==> src/rtl/sync_debounce.sv <==
// sync_debounce: per-channel CDC synchronizer followed by a stability filter.
// A new synchronized level is only accepted once it has been seen for
// STABLE_CYCLES consecutive cycles; acceptance produces a one-cycle RISE or
// FALL pulse that lines up with the first cycle DATA_OUT shows the new level.
module sync_debounce #(
   parameter int                  CHANNELS      = 1,
   parameter int                  FF_DEPTH      = 2,
   parameter int                  STABLE_CYCLES = 4,
   parameter logic [CHANNELS-1:0] RESET_VALUE   = '0
) (
   input  logic                CLK,
   input  logic                RST,
   input  logic [CHANNELS-1:0] DATA_IN,
   output logic [CHANNELS-1:0] DATA_OUT,
   output logic [CHANNELS-1:0] RISE,
   output logic [CHANNELS-1:0] FALL,
   output logic                ANY_EVENT
);

   // A one-cycle filter still needs a 1-bit counter so the compare logic is uniform.
   localparam int              CNT_W   = (STABLE_CYCLES > 1) ? $clog2(STABLE_CYCLES) : 1;
   localparam logic [CNT_W-1:0] CNT_MAX = CNT_W'(STABLE_CYCLES - 1);
   localparam logic [CNT_W-1:0] CNT_ONE = CNT_W'(1);

   (* ASYNC_REG = "TRUE" *) logic [CHANNELS-1:0] sync_q [FF_DEPTH];
   logic [CHANNELS-1:0] sync_d [FF_DEPTH];
   logic [CHANNELS-1:0] sync_s;

   logic [CHANNELS-1:0] data_q, data_d;
   logic [CHANNELS-1:0] rise_q, rise_d;
   logic [CHANNELS-1:0] fall_q, fall_d;
   logic [CNT_W-1:0]    cnt_q [CHANNELS];
   logic [CNT_W-1:0]    cnt_d [CHANNELS];

   // Synchronizer chain: stage 0 samples the raw input, each later stage copies the previous one.
   always_comb begin
      sync_d[0] = DATA_IN;
      for (int k = 1; k < FF_DEPTH; k++) begin
         sync_d[k] = sync_q[k-1];
      end
   end

   // Synchronizer flops; the last stage is the only one the filter may look at.
   always_ff @(posedge CLK or posedge RST) begin
      if (RST) begin
         for (int k = 0; k < FF_DEPTH; k++) begin
            sync_q[k] <= RESET_VALUE;
         end
      end else begin
         for (int k = 0; k < FF_DEPTH; k++) begin
            sync_q[k] <= sync_d[k];
         end
      end
   end

   assign sync_s = sync_q[FF_DEPTH-1];

   // Per-channel stability filter: count consecutive mismatches, accept on the last one,
   // and clear the count whenever the synchronized level falls back to the accepted one.
   always_comb begin
      data_d = data_q;
      rise_d = '0;
      fall_d = '0;
      for (int i = 0; i < CHANNELS; i++) begin
         cnt_d[i] = cnt_q[i];
         if (sync_s[i] == data_q[i]) begin
            cnt_d[i] = '0;
         end else if (cnt_q[i] == CNT_MAX) begin
            data_d[i] = sync_s[i];
            cnt_d[i]  = '0;
            rise_d[i] = sync_s[i];
            fall_d[i] = ~sync_s[i];
         end else begin
            cnt_d[i] = cnt_q[i] + CNT_ONE;
         end
      end
   end

   // Filter state and registered edge pulses; reset discards any pending transition.
   always_ff @(posedge CLK or posedge RST) begin
      if (RST) begin
         data_q <= RESET_VALUE;
         rise_q <= '0;
         fall_q <= '0;
         for (int i = 0; i < CHANNELS; i++) begin
            cnt_q[i] <= '0;
         end
      end else begin
         data_q <= data_d;
         rise_q <= rise_d;
         fall_q <= fall_d;
         for (int i = 0; i < CHANNELS; i++) begin
            cnt_q[i] <= cnt_d[i];
         end
      end
   end

   assign DATA_OUT  = data_q;
   assign RISE      = rise_q;
   assign FALL      = fall_q;
   // Built only from registered pulses so there is no combinational path from DATA_IN.
   assign ANY_EVENT = |(rise_q | fall_q);

endmodule

==> config.mk <==
export PLATFORM = sky130hd
export DESIGN_NAME = sync_debounce
export DESIGN_NICKNAME = d
export VERILOG_FILES = /design/src/rtl/sync_debounce.sv
export SDC_FILE = /design/constraint.sdc
export NUM_CORES = 1
export LEC_CHECK = 0
export CAP_MARGIN = 5
export CORE_AREA = 8 8 45 47
export DETAILED_ROUTE_END_ITERATION = 12
export DIE_AREA = 0 0 53 55
export PLACE_DENSITY = 0.4
export SLEW_MARGIN = 0
export SYNTH_ARGS = -nofsm -noshare
export SYNTH_HDL_FRONTEND = slang
export SYNTH_SLANG_ARGS = --single-unit
==> constraint.sdc <==
create_clock -name CLK -period 1 [get_ports CLK]
set_input_delay 0.25 -clock CLK [delete_from_list [all_inputs] [get_ports CLK]]
set_output_delay 0.25 -clock CLK [all_outputs]
set_load 0.1 [all_outputs]
Yosys cells after proc, flatten, opt, wreduce, memory -nomap -nowiden
Cells that the tools add are included.
{"block": "word_totals", "reg_bits": 7, "inputBits": 3, "out_inout_bits": 4, "elab_cells": 19}
{"block": "op_classes", "n_addsub": 1, "eq_ne": 2, "n_mux": 6, "n_bitwise": 3, "reduce_logical": 1}
{"operator": "$mux 1", "count": 4}
{"operator": "$mux 2", "count": 2}
{"operator": "$add 2x1->2 const B", "count": 1}
{"operator": "$eq 2x2->1 const B", "count": 1}
{"operator": "$not 1->1", "count": 2}
{"operator": "$reduce_and 2->1", "count": 1}
{"operator": "$eq 1x1->1", "count": 1}
{"operator": "$or 1x1->1", "count": 1}

Depth between registers and ports, before layout
Gate-level depths: netlist (run 1).
{"block": "logic_depth", "ltp_word": 3, "mapped_depth": 3, "mapped_depth_nobuf": 3}

Worst setup path after synthesis (run 1)
OpenSTA, ideal clock, no wires.
{"block": "synth_path", "path_kind": "register -> output", "startpoint": "register fall_q, in the netlist FALL", "endpoint": "output port ANY_EVENT", "arrival_time_ns": 1.472, "t_required_ns": 0.750, "setup_slack_ns": -0.722, "stages_incl_launch_ff": 2, "path_buffers": 0, "cell_sequence": "dfrtp_1 -> or2_2"}
{"block": "synth_between", "elab_chain_len": 1}
{"element": "start, declared", "line_no": "31", "text": "logic [CHANNELS-1:0] fall_q, fall_d;"}
{"element": "start signal, assigned", "line_no": "91", "text": "fall_q <= fall_d;"}
{"element": "$or 1x1->1", "line_no": "102", "text": "assign ANY_EVENT = |(rise_q | fall_q);"}
{"element": "end, declared", "line_no": "17", "text": "output logic ANY_EVENT"}
Every way passes these cells.

Worst setup path in the final report (run 1)
{"block": "layout_path", "startpoint": "register rise_q, in the netlist RISE", "endpoint": "output port ANY_EVENT"}
{"block": "layout_between", "elab_chain_len": 1}
{"element": "start, declared", "line_no": "30", "text": "logic [CHANNELS-1:0] rise_q, rise_d;"}
{"element": "start signal, assigned", "line_no": "90", "text": "rise_q <= rise_d;"}
{"element": "$or 1x1->1", "line_no": "102"}
Every way passes these cells.

==> results.txt, run 1 <==
----------------------------------------------------
[Floorplan]
  Floorplan row count ... 14
  Placeable core region ... 1384 um2
  Io pins ... 7
  Initial Util ... 17.81%
  Die outline area ... 2915 um2
  Horizontal die dimension ... 53 um
  Overall die height ... 55 um

[Pwr]
  Register share of total power ... 32.7%
  Fraction of power spent switching nets ... 38.37%
  Share of total power in combinational logic ... 46.6%
  Switching component of the power ... 0.4775 mW
  Int Pwr ... 0.7670 mW
  Power share of the clock group ... 20.6%
  Pwr Density ... 2667 nW/um2
  Largest vdd supply drop ... 719.3 uV
  Static leakage ... 0.2076 nW

[Job]
  Number of max-cap violations ... 0

[Synth]
  YS warnings ... 0
  Sequential-to-total area share from yosys stat ... 71.07%
  Number of cells produced by synthesis ... 18
  Proportion of netlist area held by the largest area contributor ... 71.07%
  Syn_nets ... 22
  Synth Register Bits ... 7
  Synth top area cells ... dfrtp_1, ha_1, nor3_2
  Synthesized area divided by synthesized cell count ... 13.69 um2
  Synth area leader ... dfrtp_1
  Cell area after synthesis ... 246.5 um2
  Number of different library cells in the post-synthesis netlist ... 11

[Clock tree]
  Clock tree from TritonCTS ... done
  Clock buffer depth ... 2
  Later-pin clock latency in the skew report ... 0.25 ns
  Clk slew on worst S/H paths ... 0.05 ns
  Number of levels in the clock H-tree ... 1
  CTS sink cnt ... 7
  Clock buffers created by TritonCTS ... 3
  Clock tree root buffer cell ... clkbuf_4

[Worst setup path]
  Crit Reg-Reg Startpoint ... DATA_OUT$_DFFE_PP0P_
  Kind of critical path ... flop to output pin
  Delay-heaviest family, CP ... flip-flops
  Max Fanout on Critical Path ... 2
  Slack of the worst reg-to-reg path ... 0.04 ns
  Startpoint Class ... flop
  Slowest Stage Delay on Critical Path ... 0.46 ns
  Required time of the critical path ... 0.75 ns
  Worst Setup End Kind ... output pin
  Slowest stage cell on the critical path ... dfrtp_4
  Ordered list of cells on the worst path ... or2_4, buf_12
  Crit path buffers/inverters ... 1
  Arrival time at the worst endpoint ... 1.14 ns
  FF-to-FF End ... cnt_q[1]$_DFF_PP0_
  Depth of the worst register-to-register path ... 3

[Global route]
  Antenna violations before repair ... 0
  Global-route wire length before repair ... 828 um
  Number of global-route vias before repair ... 200
  Maximum number of pins on one net before global-route repair ... 8
  Overflow after GRT ... 0
  Global-route total usage across every layer ... 4.391%

[Drt]
  Final antenna-violating net count ... 0
  Average via count per standard cell ... 3.875
  Drt pass-1 iters ... 1
  DRC errors left ... 0
  Post-detailed-route wirelength per cell ... 10.85 um
  Vias after detailed routing ... 186
  Wirelength, routed ... 521 um
  Number of DRC violations after detailed-routing iteration 0 ... 0

[Outcome]
  Violations in the final reports ... negative setup slack
  Status ... finished with violations

[Final layout]
  Number of nets at the end of the flow ... 37
  Number of standard cells in the final layout excluding fillers ... 48
  # diodes ... 0
  Layout cell share with drive strength beyond 1 ... 53.13%
  Area Overhead vs Synth ... 89.34%

[Placement]
  Number of buffers added on ports ... 6
  Final RePlAce weighted congestion ... 0.6863
  Placement Setup Slack ... -0.1332 ns
  DPL Wire Length ... 359.2 um
  Cell total after placement ... 42

[Timing]
  Final critical-path required period ... 1.391 ns
  Max-slew violation count ... 0
  Worst Slack Setup Final ... -0.3913 ns
  Maximum clock skew at final layout ... 0.0004489 ns
  Actual transition at the worst max-transition pin ... 0.2632 ns
  Final-report setup violation count ... 4
  Final number of hold-violating endpoints ... 0
  Highest Clock Rate ... 0.7188 GHz
  Setup repair after global routing missed its margin ... yes
  Max transition margin ... 82.44%
  Share of the cycle needed by the critical path after routing ... 139.1%

[Worst hold path]
  Path class of the lowest-slack min-delay path ... input pin to async pin

----------------------------------------------------
[per-stage QoR]
stage	TNS (ns)	hold WS (ns)	total power, mW	utilization [%]	instance area [um2]
3_3_place_gp	-0.1244	0.3374	0.8999	29.11	402.9
6_report	-1.169	0.2224	1.245	33.73	466.7
4_1_cts	-1.230	0.2204	1.219	32.64	451.7
2_1_floorplan	-0.2716	0.05346	0.7330	-	267.8
3_5_place_dp	-0.1374	0.3499	0.9084	29.11	402.9
5_1_grt	-1.302	0.2268	1.318	33.73	466.7
[worst register-to-register path: cells and delay by family, from the launching register on]
kind          cells  cell delay, ns
buf+inv           1            0.14
xor+xnor          1            0.15
flops             1            0.49
simple gates      1            0.06
[sequential cells by signal (all words and copies together) (netlist names)]
signal    flops
RISE          1
cnt_q         2
FALL          1
sync_s        1
DATA_OUT      1
sync_q        1
[final cells by class]
cell class | count | area (um2)
multi-input cells | 9 | 85.08
flip-flops and latches | 7 | 186.4
clock buffers | 4 | 26.28
fillers | 135 | 917.1
repair buffers | 10 | 141.4
inverters | 2 | 7.507
well taps | 16 | 20.02
[worst max-delay path by stage]
stage | end | from | depth (start not counted)
after floorplan | ANY_EVENT | FALL$_DFF_PP0_ | 1
after global placement | ANY_EVENT | FALL$_DFF_PP0_ | 2
after detailed placement | ANY_EVENT | FALL$_DFF_PP0_ | 2
after CTS | ANY_EVENT | RISE$_DFF_PP0_ | 2
after global routing | ANY_EVENT | RISE$_DFF_PP0_ | 2
final | ANY_EVENT | RISE$_DFF_PP0_ | 2
[placed cells by master (no fill, tap or decap)]
| master | count |
|---|---|
| clkbuf_4 | 3 |
| o21ai_0 | 1 |
| buf_4 | 1 |
| nor3_2 | 1 |
| nor2_1 | 1 |
| buf_6 | 3 |
| ha_1 | 1 |
| clkbuf_1 | 1 |
| nand2_1 | 1 |
| nor3b_1 | 1 |
| nor2b_1 | 1 |
| xnor2_4 | 1 |
| or2_4 | 1 |
| buf_12 | 4 |
| dfrtp_1 | 4 |
| dfrtp_4 | 3 |
| clkdlybuf4s50_1 | 2 |
| inv_1 | 2 |
[synth_stat cells]
| master | n |
|---|---|
| xnor2_1 | 1 |
| nand2_1 | 1 |
| ha_1 | 1 |
| inv_1 | 2 |
| nor3b_1 | 1 |
| nor2_1 | 1 |
| or2_2 | 1 |
| o21ai_0 | 1 |
| dfrtp_1 | 7 |
| nor3_2 | 1 |
| nor2b_1 | 1 |
[layer usage]
| metal | wire length (um) | up-vias | GRT usage (%) |
|---|---|---|---|
| met4 | 34 | 0 | 7.759 |
| met3 | 57 | 5 | 2.139 |
| met5 | 0 | - | 0 |
| met2 | 252 | 9 | 5.664 |
| met1 | 176 | 88 | 3.846 |
| li1 | - | 84 | - |
[logic make-up after synthesis]
family                     synth area share, %
xor gates and xnor gates                 3.554
buffers and inverters                    3.047
DFF                                      71.07
adders and majority gates                5.075
AOI/OAI and AO/OA                        2.029
and+or+nand+nor                          15.23
[what timing repair did]
action,4_1_cts,5_1_grt
hold buffers,0,0
setup buffers,2,1
pin swaps,1,0
endpoints found under the setup margin,4,6
gates resized for setup,2,3
[power by group through the flow]
| stage | clock network, mW | logic, mW | registers [mW] |
|---|---|---|---|
| 2_1_floorplan | 0 | 0.157 | 0.576 |
| 3_3_place_gp | 0 | 0.480 | 0.420 |
| 3_5_place_dp | 0 | 0.481 | 0.427 |
| 4_1_cts | 0.277 | 0.539 | 0.403 |
| 5_1_grt | 0.291 | 0.613 | 0.414 |
| 6_report | 0.257 | 0.581 | 0.407 |
No activity file was read; power rests on OpenSTA's default activity.
==> run 2, diff against run 1 <==
--- a/config.mk
+++ b/config.mk
@@ -5,11 +5,10 @@
 export SDC_FILE = /design/constraint.sdc
 export NUM_CORES = 1
 export LEC_CHECK = 0
-export CAP_MARGIN = 5
 export CORE_AREA = 8 8 45 47
 export DETAILED_ROUTE_END_ITERATION = 12
 export DIE_AREA = 0 0 53 55
-export PLACE_DENSITY = 0.4
+export PLACE_DENSITY = 0.37
 export SLEW_MARGIN = 0
 export SYNTH_ARGS = -nofsm -noshare
 export SYNTH_HDL_FRONTEND = slang
==> results.txt, run 2 (synthesis gave the netlist of run 1 again) <==
----------------------------------------------------
[Placement]
  Number of buffers added on ports ... 6
  Placement Setup Slack ... -0.1251 ns
  Instance area after placement ... 402.9 um2
  Final RePlAce weighted congestion ... 0.6563
  DPL Wire Length ... 364.3 um

[Worst setup path]
  Depth of the worst register-to-register path ... 3
  Delay-heaviest family, CP ... flip-flops
  Worst Setup End Kind ... output pin
  Arrival time at the worst endpoint ... 1.15 ns
  Startpoint Class ... flop
  Slack of the worst reg-to-reg path ... 0.01 ns
  Ordered list of cells on the worst path ... or2_4, buf_12
  Slowest Stage Delay on Critical Path ... 0.47 ns
  Slowest stage cell on the critical path ... dfrtp_4
  Stages on worst setup path ... 2
  Crit path buffers/inverters ... 1
  Crit Reg-Reg Startpoint ... DATA_OUT$_DFFE_PP0P_
  Kind of critical path ... flop to output pin
  Required time of the critical path ... 0.75 ns
  Max Fanout on Critical Path ... 2
  FF-to-FF End ... cnt_q[0]$_DFF_PP0_

[Floorplan]
  Horizontal die dimension ... 53 um
  Die outline area ... 2915 um2
  Io pins ... 7
  Placeable core region ... 1384 um2
  Initial Util ... 17.81%
  Overall die height ... 55 um
  Floorplan row count ... 14

[Clock tree]
  Clock tree root buffer cell ... clkbuf_4
  CTS sink cnt ... 7
  Clk slew on worst S/H paths ... 0.06 ns
  Hold buffer count at CTS ... 0
  Number of levels in the clock H-tree ... 1
  Clock tree from TritonCTS ... done
  Clock buffer depth ... 2
  Clock buffers created by TritonCTS ... 3
  Later-pin clock latency in the skew report ... 0.25 ns

[Timing]
  Maximum clock skew at final layout ... 0.008571 ns
  Setup repair after global routing missed its margin ... yes
  Share of the cycle needed by the critical path after routing ... 139.7%
  Final number of hold-violating endpoints ... 0
  Min Hold Slack ... 0.2241 ns
  Highest Clock Rate ... 0.7160 GHz
  Max transition margin ... 81.72%
  Final-report setup violation count ... 4
  Final critical-path required period ... 1.397 ns
  Actual transition at the worst max-transition pin ... 0.2740 ns
  Worst Slack Setup Final ... -0.3966 ns
  Max-slew violation count ... 0

[Drt]
  Vias after detailed routing ... 174
  Post-detailed-route wirelength per cell ... 9.688 um
  Drt pass-1 iters ... 2
  Average via count per standard cell ... 3.625
  Number of DRC violations after detailed-routing iteration 0 ... 1
  Final antenna-violating net count ... 0
  Wirelength, routed ... 465 um
  DRC errors left ... 0

[Final layout]
  Register area ... 186.4 um2
  Register ranked first by flip-flop count ... cnt_q
  Highest-count cells in the layout ignoring fill and taps ... dfrtp_1, buf_12, dfrtp_4, clkbuf_4, buf_6
  Number of nets at the end of the flow ... 37
  Max reg flops ... 2
  Finished layout cell area ... 467.9 um2
  # diodes ... 0
  Layout filler cell count ... 145
  Layout cell share with drive strength beyond 1 ... 56.25%
  Area taken by multi-input logic gates ... 85.08 um2
  Area Overhead vs Synth ... 89.85%

[Pwr]
  Largest vdd supply drop ... 1311 uV
  Static leakage ... 0.2093 nW
  Pwr Density ... 2665 nW/um2

[Global route]
  Global-route wire length before repair ... 834 um
  Overflow after GRT ... 0
  Global-route total usage across every layer ... 4.503%
  Maximum number of pins on one net before global-route repair ... 8
  Number of global-route vias before repair ... 228
  Antenna violations before repair ... 0

[Outcome]
  Violations in the final reports ... negative setup slack
  Status ... finished with violations

[Job]
  Number of max-cap violations ... 0

[Worst hold path]
  Path class of the lowest-slack min-delay path ... input pin to async pin

----------------------------------------------------
[run 2: area by class of cell]
type / count / area share (%)
clock buffers: 3 / 4.813
inverters: 2 / 1.604
well taps: 16 / 4.278
multi-input cells: 9 / 18.18
clock inverters: 1 / 1.070
repair buffers: 10 / 30.21
flip-flops and latches: 7 / 39.84
[run 2: worst register-to-register path, stage by stage, from the launching register on]
cell	delay, ns
dfrtp_4	0.49
buf_6	0.14
xnor2_4	0.12
nor3_2	0.15
[run 2: metal layers]
layer	GRT usage [%]	wire length, um	vias up
li1	-	-	84
met1	2.773	162	84
met2	7.422	263	6
met3	2.139	39	0
met4	7.759	0	0
met5	0	0	-
[run 2: worst max path at each step]
stage / start / to / slack (ns)
after floorplan: FALL$_DFF_PP0_ / ANY_EVENT / -0.27
after global placement: FALL$_DFF_PP0_ / ANY_EVENT / -0.12
after detailed placement: FALL$_DFF_PP0_ / ANY_EVENT / -0.13
after CTS: RISE$_DFF_PP0_ / ANY_EVENT / -0.41
after global routing: RISE$_DFF_PP0_ / ANY_EVENT / -0.43
final: RISE$_DFF_PP0_ / ANY_EVENT / -0.40
[run 2: report_power, final]
part           internal (mW)  switching [mW]
Sequential             0.358          0.0497
Clock                  0.146           0.109
Combinational          0.258           0.326
[run 2: repair_timing]
item / in CTS / in global routing
endpoints found under the hold margin: 0 / 0
resized for setup: 3 / 2
pin swaps: 1 / 1
endpoints found under the setup margin: 4 / 6
setup buffers: 2 / 2
[run 2: per-stage QoR]
step	setup TNS, ns	util, %	total power [mW]	cells
after global routing	-1.362	33.82	1.316	48
after detailed placement	-0.1251	29.11	0.9156	42
after CTS	-1.239	33.54	1.253	48
final	-1.186	33.82	1.247	48
after floorplan	-0.2716	-	0.7330	18
after global placement	-0.1213	29.11	0.9009	42
==> variant (flow settings as in run 2) <==
`FF_DEPTH`: 2 -> 1.
--- a/src/rtl/sync_debounce.sv
+++ b/src/rtl/sync_debounce.sv
@@ -5,5 +5,5 @@
 module sync_debounce #(
    parameter int                  CHANNELS      = 1,
-   parameter int                  FF_DEPTH      = 2,
+   parameter int                  FF_DEPTH      = 1,
    parameter int                  STABLE_CYCLES = 4,
    parameter logic [CHANNELS-1:0] RESET_VALUE   = '0
Check against the original RTL: not equivalent (Yosys sat finds a counterexample within 10 cycles, from zero or initial values and one cycle with RST high).
==> variant against run 2 <==
  * The run still ends with negative setup slack left
  * Largest cell class unchanged
  * Worst setup slack gained 0.020 ns
  * Synthesized cell count shrank 5.6%
  * Critical endpoint unchanged
  * Core utilization shrank 2.7 points
  * Area after synthesis shrank 10%
  * Worst hold slack worse by 0.0096 ns
  * Routed wire length is 5.6% lower
  * Combinational power shrank 1%
  * First-iteration DRC count unchanged
  * Cell area decreased by 8.0%
  * Sequential cell count fell by 1
  * Sequential share of layout area shrank 2.3 points
  * Fmax up 1.4%
  * Power decreased by 5.3%
  * Register-to-register slack improved by 0.02 ns
==> variant: results (changes against run 2) <==
Status - finished, violations left
Violated checks - negative setup slack
Global-route usage over all layers - 3.89% (-0.61 points)
DP Cell Count - 41 (-2.4%)
Number of vias per cell - 3.46 (-4.6%)
Sequential-to-total area share from yosys stat - 67.8% (-3.3 points)
Pleak - 0.000190 uW (-9.3%)
Pre-CTS WS - -0.128 ns (-0.00335 ns)
Crit path DAT - 1.13 ns (-0.02 ns)
Reg2reg setup slack - 0.03 ns (+0.02 ns)
Post-route insts no fill - 46 (-4.2%)
Crit path from - FALL
VDD IR max - 1.13 mV (-14%)
Clk_skew - 0.00670 ns (-0.00187 ns)
First-pass GRT wire length - 759 microns (-9.0%)
Post-detail-place hpwl - 334 microns (-8.4%)
# nets final - 35 (-5.4%)
RR Endpoint - cnt_q[1]
Post-Syn Nets - 21 (-4.5%)
Vias in the first global route - 190 (-17%)
Post-route setup TNS - -1.02 ns (+0.162 ns)
Finish-stage setup viols - 4 (unchanged)
Share of layout cells above drive strength 1 - 53.3% (-2.9 points)
Ranking of synthesized cells by area - dfrtp_1 68%, ha_1 5.6%, nor3_2 4.5%, xnor2_1 4.0%, inv_1 3.4%
Worst setup margin - -0.377 ns (+0.0197 ns)
==> variant: cell types whose count changed after synthesis, sizes merged <==
cell and change:
dfrtp -1
==> variant: layout make-up <==
type	count	share of cell area, %
Tap cell	16	4.65
Timing Repair Buffer	9	30.2
Inverter	2	1.74
Multi-Input combinational cell	9	19.8
Clock buffer	4	6.10
Sequential cell	6	37.5
==> variant: repair_timing <==
| item | CTS | global route |
|---|---|---|
| pin swaps | 0 | 0 |
| setup endpoints to repair | 4 | 6 |
| cloned | 0 | 0 |
| buffers inserted | 1 | 0 |
| gates resized for setup | 1 | 2 |
==> variant: cells by family (layout without fill, tap and decap cells) <==
logic type,Yosys count,count (layout),synth area share [%]
compound gates,1,1,2.26
buf+inv,2,15,3.39
flops,6,6,67.8
xor+xnor,1,1,3.96
simple gates,6,6,17.0
fa+ha+maj,1,1,5.65
==> variant: through the flow <==
step / hold slack (ns) / cell area, sq um / power, uW
final: 0.215 / 430 / 1180
after detailed placement: 0.442 / 378 / 869
after CTS: 0.216 / 415 / 1150
after global placement: 0.435 / 378 / 857
after global routing: 0.239 / 430 / 1260
after floorplan: 0.0410 / 243 / 689
==> variant: worst max-delay path, delay by kind of cell (launching register included) <==
kind / cells / cell delay (ns)
DFF: 1 / 0.46
and+or+nand+nor: 1 / 0.26
buffers and inverters: 1 / 0.16
==> variant: metal layers <==
layer	up-vias	share of wire [%]	global-route usage [%]	wire length (microns)
met1	75	34	2.92	148
met3	0	9.8	1.60	43
met2	5	56	6.64	247
li1	79	-	-	-
met4	0	0	5.17	0
met5	-	0	0	0
==> variant: power by group through the flow <==
stage / combinational, uW / sequential, uW / clock (uW)
floorplan: 156 / 533 / 0
CTS: 541 / 356 / 257
global placement: 481 / 376 / 0
finish: 577 / 362 / 242
global route: 613 / 371 / 274
detailed placement: 492 / 377 / 0
